==> src/rtl/regfile_wrt_arbiter.sv <==
// regfile_wrt_arbiter
// Shares the register file's single write port between three writeback
// requesters (0: ALU result, 1: load data, 2: link/CSR). Each requester owns a
// one-entry holding slot behind a valid/ready handshake. Occupied slots are
// granted round-robin, one per cycle, onto a registered write port that the
// register file samples on its negedge.
//
// Ports:
//   clk, reset                 posedge clock, asynchronous active-high reset
//   reqNValid/Addr/Data (N=0..2) write offer from requester N
//   reqNReady                  offer is accepted at this posedge when valid
//   wrtEn/wrtAddr/wrtData      registered write port to the register file
//   grantId                    requester on the port, 2'd3 when idle
//   rdAddr, hazard             decode source-register query (combinational)
module regfile_wrt_arbiter #(
  parameter int DATA_WIDTH = 32,
  parameter int ADDR_WIDTH = 5
) (
  input  logic                  clk,
  input  logic                  reset,
  input  logic                  req0Valid,
  input  logic [ADDR_WIDTH-1:0] req0Addr,
  input  logic [DATA_WIDTH-1:0] req0Data,
  output logic                  req0Ready,
  input  logic                  req1Valid,
  input  logic [ADDR_WIDTH-1:0] req1Addr,
  input  logic [DATA_WIDTH-1:0] req1Data,
  output logic                  req1Ready,
  input  logic                  req2Valid,
  input  logic [ADDR_WIDTH-1:0] req2Addr,
  input  logic [DATA_WIDTH-1:0] req2Data,
  output logic                  req2Ready,
  output logic                  wrtEn,
  output logic [ADDR_WIDTH-1:0] wrtAddr,
  output logic [DATA_WIDTH-1:0] wrtData,
  output logic [1:0]            grantId,
  input  logic [ADDR_WIDTH-1:0] rdAddr,
  output logic                  hazard
);

  logic [2:0]            req_valid;
  logic [ADDR_WIDTH-1:0] req_addr [3];
  logic [DATA_WIDTH-1:0] req_data [3];

  logic [2:0]            full;
  logic [ADDR_WIDTH-1:0] slot_addr [3];
  logic [DATA_WIDTH-1:0] slot_data [3];
  logic [1:0]            last_grant;

  logic [1:0]            cand1;
  logic [1:0]            cand2;
  logic                  grant_vld;
  logic [1:0]            grant_idx;
  logic [2:0]            grant_now;
  logic [2:0]            conflict;
  logic [2:0]            ready;
  logic [2:0]            accept;
  logic [2:0]            load;

  assign req_valid   = {req2Valid, req1Valid, req0Valid};
  assign req_addr[0] = req0Addr;
  assign req_addr[1] = req1Addr;
  assign req_addr[2] = req2Addr;
  assign req_data[0] = req0Data;
  assign req_data[1] = req1Data;
  assign req_data[2] = req2Data;

  assign req0Ready = ready[0];
  assign req1Ready = ready[1];
  assign req2Ready = ready[2];

  function automatic logic [1:0] next_idx(input logic [1:0] i);
    return (i == 2'd2) ? 2'd0 : i + 2'd1;
  endfunction

  // Round-robin pick from slot state only, so ready never depends on the
  // valid inputs through the grant path.
  always_comb begin
    cand1     = next_idx(last_grant);
    cand2     = next_idx(cand1);
    grant_vld = 1'b1;
    grant_idx = last_grant;
    if (full[cand1])           grant_idx = cand1;
    else if (full[cand2])      grant_idx = cand2;
    else if (full[last_grant]) grant_idx = last_grant;
    else                       grant_vld = 1'b0;
    grant_now = grant_vld ? (3'b001 << grant_idx) : 3'b000;
  end

  // A request stalls while an older write to the same register is still
  // waiting in another slot, or while a lower-index requester offers the
  // same register this cycle. A slot leaving on the port this cycle does not
  // block, since its write lands before the new one can be granted.
  always_comb begin
    conflict = '0;
    ready    = '0;
    accept   = '0;
    load     = '0;
    for (int n = 0; n < 3; n++) begin
      for (int j = 0; j < 3; j++) begin
        if (j != n && full[j] && !grant_now[j] && slot_addr[j] == req_addr[n])
          conflict[n] = 1'b1;
        if (j < n && req_valid[j] && req_addr[j] == req_addr[n])
          conflict[n] = 1'b1;
      end
      if (req_addr[n] == '0)
        conflict[n] = 1'b0;
      ready[n]  = (~full[n] | grant_now[n]) & ~conflict[n];
      accept[n] = req_valid[n] & ready[n];
      // r0 writes are consumed but never occupy a slot.
      load[n]   = accept[n] & (req_addr[n] != '0);
    end
  end

  always_comb begin
    hazard = 1'b0;
    if (rdAddr != '0) begin
      for (int j = 0; j < 3; j++)
        if (full[j] && slot_addr[j] == rdAddr)
          hazard = 1'b1;
      if (wrtEn && wrtAddr == rdAddr)
        hazard = 1'b1;
    end
  end

  always_ff @(posedge clk or posedge reset) begin
    if (reset) begin
      full       <= '0;
      last_grant <= 2'd2;
      wrtEn      <= 1'b0;
      wrtAddr    <= '0;
      wrtData    <= '0;
      grantId    <= 2'd3;
    end else begin
      // Refill wins over the clear so a slot granted this edge can take a
      // new request in the same edge.
      for (int n = 0; n < 3; n++) begin
        if (load[n])           full[n] <= 1'b1;
        else if (grant_now[n]) full[n] <= 1'b0;
      end
      if (grant_vld) begin
        wrtEn      <= 1'b1;
        wrtAddr    <= slot_addr[grant_idx];
        wrtData    <= slot_data[grant_idx];
        grantId    <= grant_idx;
        last_grant <= grant_idx;
      end else begin
        wrtEn   <= 1'b0;
        grantId <= 2'd3;
      end
    end
  end

  // Slot payload carries no reset; the full flags qualify it.
  always_ff @(posedge clk) begin
    for (int n = 0; n < 3; n++) begin
      if (load[n]) begin
        slot_addr[n] <= req_addr[n];
        slot_data[n] <= req_data[n];
      end
    end
  end

endmodule

==> config.mk <==
export PLATFORM = sky130hd
export DESIGN_NAME = regfile_wrt_arbiter
export DESIGN_NICKNAME = d
export VERILOG_FILES = /design/src/rtl/regfile_wrt_arbiter.sv
export SDC_FILE = /design/constraint.sdc
export NUM_CORES = 1
export LEC_CHECK = 0
export BUFFER_PORTS_ARGS = -buffer_cell sky130_fd_sc_hd__buf_2
export CAP_MARGIN = 20
export CORE_UTILIZATION = 50
export CTS_CLUSTER_DIAMETER = 50
export DETAILED_ROUTE_END_ITERATION = 7
export PLACE_DENSITY = 0.75
export SLEW_MARGIN = 20
export SYNTH_ARGS = -nofsm -noshare
export SYNTH_HDL_FRONTEND = slang
export SYNTH_SLANG_ARGS = --single-unit
==> constraint.sdc <==
create_clock -name clk -period 14.1 [get_ports clk]
set_clock_uncertainty 0.05 [all_clocks]
set_input_delay 2.82 -clock clk [delete_from_list [all_inputs] [get_ports clk]]
set_output_delay 2.82 -clock clk [all_outputs]
set_load 0.005 [all_outputs]
# Word level (Yosys, flattened, before mapping)

Memory sizes are Yosys's and may differ from the RTL's. A register that Yosys moved wholly into a read port is not among the register bits.
Cells that the tools add are included.

Memories: 2
Input bits: 121
Bits in writable memories: 111
Output and inout bits: 44
Flip-flop bits (word level): 8

Memories:

| memory    | depth | bits a word | read ports | clocked after Yosys merged registers in | wr ports | RTL line | source |
|---|---|---|---|---|---|---|---|
| slot_data | 3     | 32          | 1          | 1                                       | 3        | 47       | `logic [DATA_WIDTH-1:0] slot_data [3];` |
| slot_addr | 3     | 5           | 4          | 1                                       | 3        | 46       | `logic [ADDR_WIDTH-1:0] slot_addr [3];` |

Bitwise logic cells: 18
Mux-type cells: 45
Reductions and logical operators: 29
Eq/ne operators: 15
Shift-type cells: 1
$add $sub $neg: 2
Magnitude comparators: 3

Operators by type and width:

| operator                                            | count |
|---|---|
| equality test 5 bit                                 | 13 |
| two-way mux 1 bit                                   | 36 |
| nonzero test 5 bit                                  | 4 |
| logical AND 1 bit                                   | 16 |
| logical NOT 5 bit                                   | 3 |
| two-way mux 2 bit                                   | 5 |
| bitwise AND 1 bit                                   | 9 |
| < comparator 2 x 3 -> 1 bit (second input constant) | 3 |
| binary-select mux 1 bit (select 2 bit)              | 3 |
| NOT 1 bit                                           | 6 |
| nonzero test 2 bit                                  | 3 |
| adder 2 x 1 -> 2 bit (second input constant)        | 2 |
| equality test 2 bit (second input constant)         | 2 |
| logical NOT 1 bit                                   | 3 |
| two-way mux 3 bit                                   | 1 |
| bitwise OR 1 bit                                    | 3 |
| left shift 1 x 2 -> 3 bit (first input constant)    | 1 |

# Longest topological paths before layout

Word-level depth: 24
Depth in mapped cells: 8
Gate-level depth less buffers: 6

# Least setup slack after synthesis

OpenSTA, ideal clock, no wires.

Kind: input-to-reg
From: input req2Addr[3]
To: memory slot_addr[2][0] (enable)
Stages: 6
Setup slack: 7272 ps
Data required time: 13565 ps
Arrival: 6293 ps
Path through: clkbuf_1 xor2_1 nor3_1 a2bb2oi_1 nand3_1 nor3b_1

RTL lines:

| element            | RTL line | source |
|---|---|---|
| start: declaration | 30       | `input logic [ADDR_WIDTH-1:0] req2Addr,` |
| end: declaration   | 46       |  |

# Final worst setup path

From: input req0Addr[2]
To: output req0Ready

Cells in the longest elaborated chain, start to end: 7

Ends and longest elaborated chain:

| element                        | RTL line | source |
|---|---|---|
| start: declaration             | 22       | `input logic [ADDR_WIDTH-1:0] req0Addr,` |
| equality test 5 bit            | 101      | `if (j != n && full[j] && !grant_now[j] && slot_addr[j] == req_addr[n])` |
| logical AND 1 bit              | 101      |  |
| two-way mux 1 bit (2 in a row) | 101      |  |
| two-way mux 1 bit (*)          | 106      | `if (req_addr[n] == '0)` |
| NOT 1 bit (*)                  | 108      | `ready[n] = (~full[n] \| grant_now[n]) & ~conflict[n];` |
| bitwise AND 1 bit (*)          | 108      |  |
| end: declaration               | 24       | `output logic req0Ready,` |

Every way passes the cells marked *; elsewhere a longest branch is shown, timed or not.

==> qor.txt <==
critical path class = input port to output pin
First-pass DRT Iterations = 5
CP max FO = 6
Mapped Nets = 624
part of the power in the clock network = 0.259
CORE AREA = 13240 um2
number of port buffers = 164
initial antenna violation count = 1
Setup crit start kind = input port
starting density of the core = 0.5118
slew margin rel. = 0.3193
area leader, netlist = edfxtp_1
Clk Latency, worst-skew pair = 0.43 ns
Yosys cell types = 45
Yosys reg bits = 156
Cell Int Power = 1.243 mW
Slew Limit Fails = 0
Max Freq = 144.0 MHz
dpl hpwl = 11050 um
RSZ-0062 raised after global routing = no
Fill cells = 1025
# hold bufs at CTS = 0
Num CTS Buffers = 17
WL/cell = 19.66 um
Worst Path Arrival = 4.07 ns
routed via count = 4720
number of synthesized flops with an enable pin = 111
Max VDD drop = 0.1451 mV
CP startpoint = req0Addr[2]
launch point of the worst reg-to-reg path = last_grant[1]
Sw Share = 0.3529
Final period util = 0.4924
Clk pin slew, worst setup/hold paths = 0.06 ns
Root Buffer = clkbuf_16
GRT overflow = 0
CP Capture Point = req0Ready
max cap viols = 0
post-synthesis sequential area ratio = 0.6585
Reg2Reg Setup Slack = 11.03 ns
CTS Sinks = 156
share of the synthesized area in the top cell type = 0.4918
Synth Warn # = 0
Row Count = 42
LEAKAGE = 3.315 nW
synthesized area = 6778 um2
drt total wl = 16540 um
post-route ant nets = 0
Combinational Power Share = 0.345
TritonCTS clock tree = built
P_sw = 677.7 uW
final hold violation count = 0
largest net degree at the start of global routing = 54
IO Count = 165
sequential fraction of design power = 0.396
Placed Cells = 808
nets = 772
measured slew at the worst slew-check pin = 1.021 ns
synthesis-to-finish area growth = 23.02%
Fin Setup TNS = 0 ns
Main synth FF type = edfxtp_1
first-pass GRT wire length = 26240 um
CTS H-Tree Depth = 4
post-place setup slack = 7.190 ns
Post-Synthesis Cells = 503
Reg2Reg Capture Point = wrtData[1]
Final Critical Period = 6.942 ns
cts repair resizes = 0
setup violators final = 0
DRC viols = 0
Die Width = 118.4 um
endpoint type of the worst setup path = output pin
syn avg cell area = 13.47 um2
Via density = 5.612
vias in the first global route = 4932
Power Density = 230.3 nW/um2
Worst Path Required = 11.23 ns
final worst slack = 7.158 ns
outcome = finished clean
HP Class = flop to flop
asr flop ratio synth = 0.2885
Reg2Reg Depth = 6
die height = 118.4 um
postcts setup bufs = 0
DIE AREA = 14030 um2
Area contributors post-synth = edfxtp_1 49%, dfrtp_1 16%, xor2_1 5.3%
RePlAce Congestion = 0.9333
Initial DRC Count = 379
share of layout cells above drive strength 1 = 0.3614
Layout Cells excl Fill = 841
Longest Clk Path Bufs = 2
GRT Util Overall = 0.2514
## cells in the mapped netlist, types with 2 or more instances
library cell,instances
edfxtp_1,111
dfrtp_1,42
xor2_1,41
nand2_1,33
o21ai_0,33
o21ai_1,31
clkbuf_1,25
and3_1,24
xnor2_1,24
a211oi_2,19
a22oi_1,14
a32oi_1,14
buf_2,13
nand3_1,9
nor3_1,8
nor4_1,7
a211oi_1,5
nor2_1,5
inv_1,4
a21oi_1,3
buf_6,3
dfstp_2,3
inv_2,3
nand2b_1,3
nand4_1,3
a211oi_4,2
a21o_1,2
or4_1,2
## state kept, by name, indices dropped and copies added, names as in the netlist
signal and count:
full 3, grantId 2, last_grant 2, slot_addr 15
slot_data 96, wrtAddr 5, wrtData 32, wrtEn 1
## power by group through the flow
stage                     Combinational [mW]  Sequential [mW]  Clock, mW
final                                  0.662            0.761      0.497
after global routing                   0.728            0.774      0.523
after CTS                              0.666            0.761      0.505
after detailed placement               0.662            0.768          0
after global placement                 0.640            0.760          0
after floorplan                        0.452            0.758          0
## logic make-up after synthesis
kind of cell	share of synthesized area
buf+inv	0.03341
flops	0.6585
simple gates	0.07809
compound gates	0.1460
xor+xnor	0.08399
## worst min path at each step
| stage | from | to | slack (ns) | depth (start not counted) |
|---|---|---|---|---|
| floorplan | slot_data[1][31] | wrtData[31] | 0.41 | 2 |
| global placement | wrtData[5] | wrtData[5] | 0.41 | 2 |
| detailed placement | wrtData[25] | wrtData[25] | 0.43 | 2 |
| CTS | wrtData[25] | wrtData[25] | 0.44 | 2 |
| global route | wrtData[3] | wrtData[3] | 0.47 | 2 |
| finish | wrtData[3] | wrtData[3] | 0.43 | 2 |
## final cells by class
class | instances | area (um2) | area share
clock inverters | 12 | 191.4 | 0.02296
well taps | 176 | 220.2 | 0.02641
clock buffers | 20 | 456.7 | 0.05477
multi-input cells | 298 | 2103 | 0.2523
repair buffers | 171 | 873.3 | 0.1047
diodes | 1 | 2.502 | 0.0003001
flip-flops and latches | 156 | 4463 | 0.5353
inverters | 7 | 27.53 | 0.003301
## metal layers
| metal | vias up | global-route usage | wire length [um] |
|---|---|---|---|
| met4 | 0 | 0.1226 | 498 |
| met2 | 244 | 0.4048 | 8153 |
| li1 | 2172 | - | - |
| met3 | 37 | 0.06757 | 1242 |
| met1 | 2267 | 0.3154 | 6641 |
| met5 | - | 0 | 0 |
## critical path: stages
cell and delay [ns]:
buf_2 0.17, xnor2_1 0.14, nand3_1 0.11, or4_1 0.43, o31ai_2 0.11, a21oi_1 0.11, buf_2 0.16
## through the flow
step / utilization / area (um2) / power [mW] / hold slack, ns
after floorplan: - / 6778 / 1.210 / 0.4138
final: 0.6296 / 8338 / 1.920 / 0.4338
after global routing: 0.6296 / 8338 / 2.025 / 0.4670
after detailed placement: 0.5804 / 7686 / 1.429 / 0.4251
after CTS: 0.6293 / 8334 / 1.932 / 0.4384
after global placement: 0.5804 / 7686 / 1.401 / 0.4142
## cell usage in the layout (no fill, tap or decap), drive strengths merged, types with 6 or more instances in the layout
| master | instances |
|---|---|
| a211oi | 26 |
| nand2 | 34 |
| clkbuf | 20 |
| a22oi | 14 |
| nor3 | 9 |
| a32oi | 14 |
| edfxtp | 111 |
| nor2 | 6 |
| and3 | 24 |
| nor4 | 7 |
| nand3 | 9 |
| inv | 7 |
| xor2 | 41 |
| buf | 171 |
| o21ai | 65 |
| dfrtp | 42 |
| xnor2 | 24 |
| clkinv | 7 |
Power figures use the tool's default switching activity.
